--- src/rtl/izh_pkg.sv ---
// Shared definitions for the Izhikevich sweep scheduler.
//   W              : state width, signed 2.16 fixed point
//   V_RST / U_RST  : power-on membrane state (-0.7 / -0.2)
//   TYPE_*         : neuron type codes presented to the datapath
//   state_e        : sweep scheduler FSM states
package izh_pkg;

  localparam int unsigned W = 18;

  localparam logic signed [W-1:0] V_RST = 18'sh3_4CCD;
  localparam logic signed [W-1:0] U_RST = 18'sh3_CCCD;

  localparam logic [3:0] TYPE_RS  = 4'd0;
  localparam logic [3:0] TYPE_IB  = 4'd1;
  localparam logic [3:0] TYPE_CH  = 4'd2;
  localparam logic [3:0] TYPE_FS  = 4'd3;
  localparam logic [3:0] TYPE_TC  = 4'd4;
  localparam logic [3:0] TYPE_RZ  = 4'd5;
  localparam logic [3:0] TYPE_LTS = 4'd6;

  typedef enum logic [1:0] {
    IDLE  = 2'd0,
    ISSUE = 2'd1,
    NEXT  = 2'd2,
    DONE  = 2'd3
  } state_e;

endpackage

--- src/rtl/izh_state_table.sv ---
// Per-neuron state store: N_NEURONS entries of {v, u, type, I}.
//   clk, rst_n           : clock, synchronous active-low reset
//   rd_idx_i             : combinational read index (out of range reads 0)
//   rd_v_o/rd_u_o/...    : read data
//   wb_we_i/wb_idx_i/... : datapath writeback of v, u
//   type_we_i/cur_we_i   : host writes of type and input current at cfg_idx_i
// Writeback and config touch disjoint fields, so both may land in one cycle.
module izh_state_table #(
  parameter int unsigned N_NEURONS = 4,
  parameter int unsigned W         = 18,
  parameter int unsigned IDXW      = 2
) (
  input  logic            clk,
  input  logic            rst_n,
  input  logic [IDXW-1:0] rd_idx_i,
  output logic [W-1:0]    rd_v_o,
  output logic [W-1:0]    rd_u_o,
  output logic [3:0]      rd_type_o,
  output logic [7:0]      rd_i_o,
  input  logic            wb_we_i,
  input  logic [IDXW-1:0] wb_idx_i,
  input  logic [W-1:0]    wb_v_i,
  input  logic [W-1:0]    wb_u_i,
  input  logic            type_we_i,
  input  logic            cur_we_i,
  input  logic [IDXW-1:0] cfg_idx_i,
  input  logic [3:0]      type_i,
  input  logic [7:0]      cur_i
);
  import izh_pkg::*;

  logic [W-1:0] v_q    [N_NEURONS];
  logic [W-1:0] u_q    [N_NEURONS];
  logic [3:0]   type_q [N_NEURONS];
  logic [7:0]   cur_q  [N_NEURONS];

  // Index decode by comparison keeps indices >= N_NEURONS harmless.
  always_comb begin
    rd_v_o    = '0;
    rd_u_o    = '0;
    rd_type_o = '0;
    rd_i_o    = '0;
    for (int unsigned k = 0; k < N_NEURONS; k++) begin
      if (rd_idx_i == IDXW'(k)) begin
        rd_v_o    = v_q[k];
        rd_u_o    = u_q[k];
        rd_type_o = type_q[k];
        rd_i_o    = cur_q[k];
      end
    end
  end

  always_ff @(posedge clk) begin
    for (int unsigned k = 0; k < N_NEURONS; k++) begin
      if (!rst_n) begin
        v_q[k]    <= W'(V_RST);
        u_q[k]    <= W'(U_RST);
        type_q[k] <= '0;
        cur_q[k]  <= '0;
      end else begin
        if (wb_we_i && (wb_idx_i == IDXW'(k))) begin
          v_q[k] <= wb_v_i;
          u_q[k] <= wb_u_i;
        end
        if (type_we_i && (cfg_idx_i == IDXW'(k))) type_q[k] <= type_i;
        if (cur_we_i && (cfg_idx_i == IDXW'(k)))  cur_q[k]  <= cur_i;
      end
    end
  end

endmodule

--- src/rtl/izh_sweep_scheduler.sv ---
// Time-multiplexes one Izhikevich update datapath across N_NEURONS neurons.
//   clk, rst_n, ena, tick        : clock, sync active-low reset, sweep start
//   cfg_we/cur_we/cfg_idx/...    : host writes of type code and input current
//   dp_req/dp_idx/dp_v/dp_u/...  : registered operands to the datapath
//   dp_ack/dp_v_new/dp_u_new     : datapath result, written back on ack
//   dp_spike                     : datapath spike flag, qualified by dp_ack
//   spike_valid/spike_idx        : one-cycle spike event
//   busy/sweep_done/overrun      : sweep status; overrun is sticky
module izh_sweep_scheduler #(
  parameter int unsigned N_NEURONS = 4,
  parameter int unsigned W         = izh_pkg::W,
  parameter int unsigned IDXW      = $clog2(N_NEURONS)
) (
  input  logic            clk,
  input  logic            rst_n,
  input  logic            ena,
  input  logic            tick,
  input  logic            cfg_we,
  input  logic [IDXW-1:0] cfg_idx,
  input  logic [3:0]      cfg_type,
  input  logic            cur_we,
  input  logic [7:0]      cur_val,
  output logic            dp_req,
  output logic [IDXW-1:0] dp_idx,
  output logic [W-1:0]    dp_v,
  output logic [W-1:0]    dp_u,
  output logic [3:0]      dp_type,
  output logic [7:0]      dp_i,
  input  logic            dp_ack,
  input  logic [W-1:0]    dp_v_new,
  input  logic [W-1:0]    dp_u_new,
  input  logic            dp_spike,
  output logic            spike_valid,
  output logic [IDXW-1:0] spike_idx,
  output logic            busy,
  output logic            sweep_done,
  output logic            overrun
);
  import izh_pkg::*;

  state_e          state_q;
  logic            dp_req_q;
  logic [IDXW-1:0] idx_q;
  logic [W-1:0]    dp_v_q;
  logic [W-1:0]    dp_u_q;
  logic [3:0]      dp_type_q;
  logic [7:0]      dp_i_q;
  logic            spike_valid_q;
  logic [IDXW-1:0] spike_idx_q;
  logic            busy_q;
  logic            sweep_done_q;
  logic            overrun_q;

  logic [IDXW-1:0] rd_idx;
  logic [W-1:0]    rd_v;
  logic [W-1:0]    rd_u;
  logic [3:0]      rd_type;
  logic [7:0]      rd_i;
  logic            wb_we;
  logic            last_idx;

  // The read port looks one step ahead: entry 0 while idle, idx+1 in NEXT,
  // so operand registers load on the same edge the state advances.
  assign rd_idx   = (state_q == NEXT) ? idx_q + IDXW'(1) : '0;
  assign wb_we    = (state_q == ISSUE) && dp_ack;
  assign last_idx = (idx_q == IDXW'(N_NEURONS - 1));

  izh_state_table #(
    .N_NEURONS (N_NEURONS),
    .W         (W),
    .IDXW      (IDXW)
  ) u_table (
    .clk       (clk),
    .rst_n     (rst_n),
    .rd_idx_i  (rd_idx),
    .rd_v_o    (rd_v),
    .rd_u_o    (rd_u),
    .rd_type_o (rd_type),
    .rd_i_o    (rd_i),
    .wb_we_i   (wb_we),
    .wb_idx_i  (idx_q),
    .wb_v_i    (dp_v_new),
    .wb_u_i    (dp_u_new),
    .type_we_i (cfg_we),
    .cur_we_i  (cur_we),
    .cfg_idx_i (cfg_idx),
    .type_i    (cfg_type),
    .cur_i     (cur_val)
  );

  always_ff @(posedge clk) begin
    if (!rst_n) begin
      state_q       <= IDLE;
      dp_req_q      <= 1'b0;
      idx_q         <= '0;
      dp_v_q        <= '0;
      dp_u_q        <= '0;
      dp_type_q     <= '0;
      dp_i_q        <= '0;
      spike_valid_q <= 1'b0;
      spike_idx_q   <= '0;
      busy_q        <= 1'b0;
      sweep_done_q  <= 1'b0;
      overrun_q     <= 1'b0;
    end else begin
      spike_valid_q <= 1'b0;
      sweep_done_q  <= 1'b0;
      if (tick && (state_q != IDLE)) overrun_q <= 1'b1;
      case (state_q)
        IDLE: begin
          if (tick && ena) begin
            state_q   <= ISSUE;
            idx_q     <= '0;
            dp_v_q    <= rd_v;
            dp_u_q    <= rd_u;
            dp_type_q <= rd_type;
            dp_i_q    <= rd_i;
            dp_req_q  <= 1'b1;
            busy_q    <= 1'b1;
          end
        end
        ISSUE: begin
          if (dp_ack) begin
            dp_req_q <= 1'b0;
            if (dp_spike) begin
              spike_valid_q <= 1'b1;
              spike_idx_q   <= idx_q;
            end
            if (last_idx) begin
              state_q      <= DONE;
              sweep_done_q <= 1'b1;
            end else begin
              state_q <= NEXT;
            end
          end
        end
        NEXT: begin
          state_q   <= ISSUE;
          idx_q     <= idx_q + IDXW'(1);
          dp_v_q    <= rd_v;
          dp_u_q    <= rd_u;
          dp_type_q <= rd_type;
          dp_i_q    <= rd_i;
          dp_req_q  <= 1'b1;
        end
        DONE: begin
          state_q <= IDLE;
          busy_q  <= 1'b0;
        end
        default: state_q <= IDLE;
      endcase
    end
  end

  assign dp_req      = dp_req_q;
  assign dp_idx      = idx_q;
  assign dp_v        = dp_v_q;
  assign dp_u        = dp_u_q;
  assign dp_type     = dp_type_q;
  assign dp_i        = dp_i_q;
  assign spike_valid = spike_valid_q;
  assign spike_idx   = spike_idx_q;
  assign busy        = busy_q;
  assign sweep_done  = sweep_done_q;
  assign overrun     = overrun_q;

endmodule

--- config.mk ---
export PLATFORM = sky130hd
export DESIGN_NAME = izh_sweep_scheduler
export DESIGN_NICKNAME = d
export VERILOG_FILES = /design/src/rtl/izh_pkg.sv /design/src/rtl/izh_state_table.sv /design/src/rtl/izh_sweep_scheduler.sv
export SDC_FILE = /design/constraint.sdc
export NUM_CORES = 1
export LEC_CHECK = 0
export CAP_MARGIN = 20
export CELL_PAD_IN_SITES_DETAIL_PLACEMENT = 0
export CELL_PAD_IN_SITES_GLOBAL_PLACEMENT = 1
export CORE_MARGIN = 2
export CORE_UTILIZATION = 25
export DETAILED_ROUTE_END_ITERATION = 10
export GPL_ROUTABILITY_DRIVEN = 0
export PLACE_DENSITY = 0.56
export SLEW_MARGIN = 20
export SYNTH_ARGS = -nofsm -noshare
export SYNTH_HDL_FRONTEND = slang
export SYNTH_SLANG_ARGS = --single-unit
--- constraint.sdc ---
create_clock -name clk -period 2.1 [get_ports clk]
set_input_delay 0.21 -clock clk [delete_from_list [all_inputs] [get_ports clk]]
set_output_delay 0.21 -clock clk [all_outputs]
set_load 0.01 [all_outputs]
Yosys cells after proc, flatten, opt, wreduce, memory -nomap -nowiden:

Memories as Yosys holds them, arrays and structs flattened.
Cells that the tools add are included.
Widths: inputs -> output; s select.

* input bits: 58
* register bits: 59
* bits in writable memories: 192
* memories kept: 4
* word-level logic and storage cells: 166
* output and inout port bits: 57

Memories
* u_table.u_q: words 4, bits a word 18, read ports 4, clocked after Yosys merged registers in 0, wr ports 4, RTL line izh_state_table.sv:33 `logic [W-1:0] u_q [N_NEURONS];`
* u_table.v_q: words 4, bits a word 18, read ports 4, clocked after Yosys merged registers in 0, wr ports 4, RTL line izh_state_table.sv:32 `logic [W-1:0] v_q [N_NEURONS];`
* u_table.cur_q: words 4, bits a word 8, read ports 4, clocked after Yosys merged registers in 0, wr ports 4, RTL line izh_state_table.sv:35 `logic [7:0] cur_q [N_NEURONS];`
* u_table.type_q: words 4, bits a word 4, read ports 4, clocked after Yosys merged registers in 0, wr ports 4, RTL line izh_state_table.sv:34 `logic [3:0] type_q [N_NEURONS];`

* reduce and logical (&&, ||, !) cells: 29
* bitwise logic cells: 16
* muxes and demuxes: 90
* eq/ne operators: 14
* add/sub/neg operators: 1

Operators with widths (count)
* $mux 18: 18
* $mux 8: 9
* $pmux 18 s2: 2
* $mux 1: 42
* $mux 4: 9
* $eq 2x2->1 const B: 8
* $or 1x1->1: 16
* $pmux 8 s2: 1
* $logic_and 1x1->1: 15
* $reduce_and 3->1: 3
* $eq 2x1->1 const B: 4
* $logic_not 2->1: 4
* $mux 2: 4
* $pmux 2 s4: 1
* $pmux 4 s2: 1
* $reduce_and 2->1: 3
* $reduce_bool 2->1: 3
* $ne 2x2->1 const B: 2
* $pmux 2 s2: 1
* $pmux 1 s3: 1
* $reduce_bool 3->1: 1
* $add 2x1->2 const B: 1
* $pmux 1 s2: 1

Logic depth before layout (Yosys ltp):

* depth after elaboration: 9
* mapped depth: 9

By module:

Synthesis repeated with hierarchy kept, for this count alone.

* cells, all modules: 762
* area, all modules: 10960.5 µm²

Modules (own cells, without submodules)
* izh_state_table: cells each 493, area an instance 8428.1 µm², times used 1
* izh_sweep_scheduler: cells each 269, area an instance 2532.4 µm², times used 1

Worst setup path before layout:

Ideal clock, no wire load.

* path type: register -> register
* from: reg idx_q[0] (netlist: dp_idx[0])
* to: reg dp_i_q[0] (netlist: dp_i[0])
* stages on the path, launching flop included: 10
* arrival: 2.153 ns
* setup time: 0.133 ns
* path buffers: 3
* period minus slack after synthesis: 2.285 ns
* path slack: -0.185 ns
* cell sequence: dfxtp_1 inv_2 clkbuf_1 ha_1 buf_2 nor2_1 buf_2 a22o_1 a222oi_1 a21oi_1

* longest elaborated chain between the ends: 9

Ends and longest elaborated chain
* start: declaration: RTL line izh_sweep_scheduler.sv:43 `logic [IDXW-1:0] idx_q;`
* start signal: assignment: RTL line izh_sweep_scheduler.sv:139 `idx_q <= idx_q + IDXW'(1);`
* $add 2x1->2 *: RTL line izh_sweep_scheduler.sv:64 `assign rd_idx = (state_q == NEXT) ? idx_q + IDXW'(1) : '0;`
* $mux 2 *: RTL line izh_sweep_scheduler.sv:64
* $logic_not 2->1: RTL line izh_state_table.sv:44 `if (rd_idx_i == IDXW'(k)) begin`
* $mux 8 (3 in series): RTL line izh_state_table.sv:44
* $mux 8 *: RTL line izh_state_table.sv:44
* $mux 8: RTL line izh_sweep_scheduler.sv:111 `if (tick && ena) begin`
* $pmux 8 s2 *: RTL line izh_sweep_scheduler.sv:109 `case (state_q)`
* end signal: assignment: RTL line izh_sweep_scheduler.sv:117 `dp_i_q <= rd_i;`
* end signal: assignment: RTL line izh_sweep_scheduler.sv:143 `dp_i_q <= rd_i;`
* end: declaration: RTL line izh_sweep_scheduler.sv:47 `logic [7:0] dp_i_q;`

Every way passes the cells marked *; elsewhere a longest branch is shown, timed or not. The select of a mux whose other input is x is not followed.
A chain may end at the register's enable or synchronous reset.

Final worst setup path:

* from: reg idx_q[0] (netlist: dp_idx[0])
* to: out dp_idx[0]

RTL lines
* end: declaration: RTL line izh_sweep_scheduler.sv:24 `output logic [IDXW-1:0] dp_idx,`

No word-level cell between the ends.

==> results.cfg <==
[finish]
layout-drive-gt1-share = 0.119
final_common_cell = edfxtp_1
syn_to_final_growth_pct = 29.3
layout_common_cells = edfxtp_1 (192), clkdlybuf4s50_1 (113), and2_1 (111), o21ai_0 (87), nand2b_1 (87)
final_util = 0.327
nets = 1084
fin_area_sq_um = 14100
fillers = 4289
layout.cells.non_filler = 1630

[clock_network]
clk_latency_ps = 550
cts_buffers = 28
h-tree-depth = 1
postCtsSetupBuffers = 0
cts.path.max_buffers = 3
cts.sinks = 251
clk_pin_slew_worst_paths_ps = 60
cts_root_buf = clkbuf_16
cts_tree = yes

[grt]
grt_max_degree = 66
grt_pass1_wl_microns = 50100
met2_usage = 0.257
grt_pass1_vias = 7783
met3_usage = 0.0253
grt_util_met1 = 0.192
busiest_layer = met2
grtUsageTotal = 0.148
antenna_found_initial = 1
grt.overflow.total = 0

[run_status]
outcome = finished, final reports clean

[synthesis]
synth_edf_count = 192
synthFlopType = edfxtp_1
yosysSeqAreaShare = 0.638
synth_xor_area_frac = 0
synth-adder-area-share = 0.00460
yosys.area_share.simple = 0.163
ys_seq_elements = 251
synth_warnings = 0
synth_top_family_by_area = simple AND/OR/NAND/NOR gates
syn-instance-count = 886
synth-async-reset-ratio = 0
synth_mux_area_frac = 0.00184
synth-compound-area-share = 0.156
synth_nets = 948
syn_area_sq_um = 10900
synth_cell_types = 40
synth_area_per_cell_sq_um = 12.3

[place]
port_buffers = 114
dp.cells = 1576
dpl.hpwl_microns = 20400
dpl-instance-area_sq_um = 13100

[detailed_routing]
drc_errors = 0
dr_total_vias = 7531
wl_per_cell_microns = 20.3
drt_iter0_drc = 651
first_pass_iters = 7
ant_nets = 0
via_per_inst = 4.62
drt_wl_total_microns = 33000

[floorplan]
io_pins = 115
rows = 76
die_h_microns = 213
die-area_sq_um = 45200
initial_core_util = 0.253
core-area_sq_um = 43100
die_w_microns = 213

[sta]
min_period_ps = 2030
max_slew_margin = 0.445
skew_ps = 16.1
post-route-period-util = 0.967
tightest_slew_ps = 831
fmax_mhz = 492
hold_ws_ps = 141
finalHoldViolations = 0
setup_viol = 0
drv_slew = 0
rsz0062_at_grt = false

[power_and_ir_drop]
power_density_nw_per_um2 = 826
vdd_drop_max_mv = 0.593
p_int_uw = 9000
switching_share = 0.226
leakage_uw = 0.00467
power_frac_comb = 0.087
p_sw_uw = 2620
p_seq_frac = 0.486
clock_power_share = 0.428

[critical_path]
start_kind = flip-flop
worstPathArrival_ps = 1820
setup.worst_path.end_class = output pin
path_class = flip-flop to output pin
crit_path_max_fanout = 14
crit_required_ps = 1890

[run]
drv_cap = 0

[min_path]
hold_path.class = primary input to flip-flop
==> stage by stage <==
stage	total power (uW)	TNS (ps)	worst slack, ps
after detailed placement	6770	0	12.2
after CTS	11800	-4.04	-4.04
final	11600	0	68.7
after floorplan	6150	0	45.6
after global routing	12100	0	13.8
after global placement	6770	0	33.8
==> cell families (layout without fill, tap and decap cells) <==
kind of cell             Yosys count  count (layout)
AO/OA/AOI/OAI                    252             252
adder cells (fa/ha/maj)            4               4
buffers and inverters             81             238
flip-flops                       251             251
multiplexers                       2               2
other                              0               1
AND/OR/NAND/NOR                  296             297
==> cell usage after synthesis, types with 13 or more instances <==
master    number  area share
o21ai_0       87       0.040
nor2b_1       44       0.025
nand2_1       21      0.0072
a21oi_1       45       0.021
nor2_1        14      0.0048
clkbuf_1      31       0.011
a22o_1        43       0.035
and2_1       112       0.064
a222oi_1      43       0.040
o21ai_1       13      0.0060
buf_2         26       0.012
dfxtp_1       59        0.11
nand2b_1      87       0.050
edfxtp_1     192        0.53
==> area by class of cell <==
| class | count | area [sq um] | area share |
|---|---|---|---|
| Sequential cell | 251 | 6950 | 0.494 |
| Multi-Input combinational cell | 555 | 3600 | 0.256 |
| Clock inverter | 11 | 100 | 0.00711 |
| Clock buffer | 41 | 831 | 0.0590 |
| Tap cell | 585 | 732 | 0.0520 |
| Inverter | 9 | 33.8 | 0.00240 |
| Timing Repair Buffer | 177 | 1820 | 0.130 |
| Antenna cell | 1 | 2.50 | 0.000178 |
==> final timing paths <==
check	startpoint	endpoint	slack, ps	cells after the start
hold / removal	rst_n	state_q[0]$_SDFFE_PN0P_	140	2
hold reg to reg	spike_idx[0]$_SDFFE_PN0P_	spike_idx[0]$_SDFFE_PN0P_	460	2
setup / recovery	dp_idx[0]$_SDFFE_PN0P_	dp_idx[0]	70	3
setup reg to reg	dp_idx[0]$_SDFFE_PN0P_	u_table.u_q[1][11]$_SDFFCE_PN1P_	90	6
==> flip-flops by register name, indices dropped and copies added (netlist names), 2 cells and up <==
| signal | count |
|---|---|
| state_q | 2 |
| u_table.cur_q | 32 |
| dp_idx | 2 |
| u_table.u_q | 72 |
| dp_i | 8 |
| dp_type | 4 |
| dp_v | 18 |
| spike_idx | 2 |
| u_table.type_q | 16 |
| u_table.v_q | 72 |
| dp_u | 18 |
==> what timing repair did <==
item,CTS,global route
endpoints found under the hold margin,0,0
hold buffers,0,0
endpoints found under the setup margin,3,34
resized for setup,1,5
pin swaps,1,1
gates cloned,1,0
==> metal layers <==
metal  vias up  part of all wire  routed length (microns)
li1       3567                 -                        -
met1      3737              0.45                    14900
met2       185              0.48                    16000
met3        42             0.043                     1420
met4         0             0.020                      667
met5         -                 0                        0
==> power by group through the flow <==
| stage | logic (uW) | clock network [uW] | registers [uW] |
|---|---|---|---|
| finish | 1010 | 4970 | 5650 |
| global route | 1100 | 5280 | 5670 |
| CTS | 1030 | 5110 | 5650 |
| detailed placement | 1010 | 0 | 5760 |
| global placement | 1010 | 0 | 5760 |
| floorplan | 400 | 0 | 5750 |
==> worst max-delay path, stage by stage, from the launching register on <==
cell	delay (ps)
dfxtp_4	340
buf_4	160
buf_8	200
clkdlybuf4s50_1	560
(Power assumes the default switching activity.)
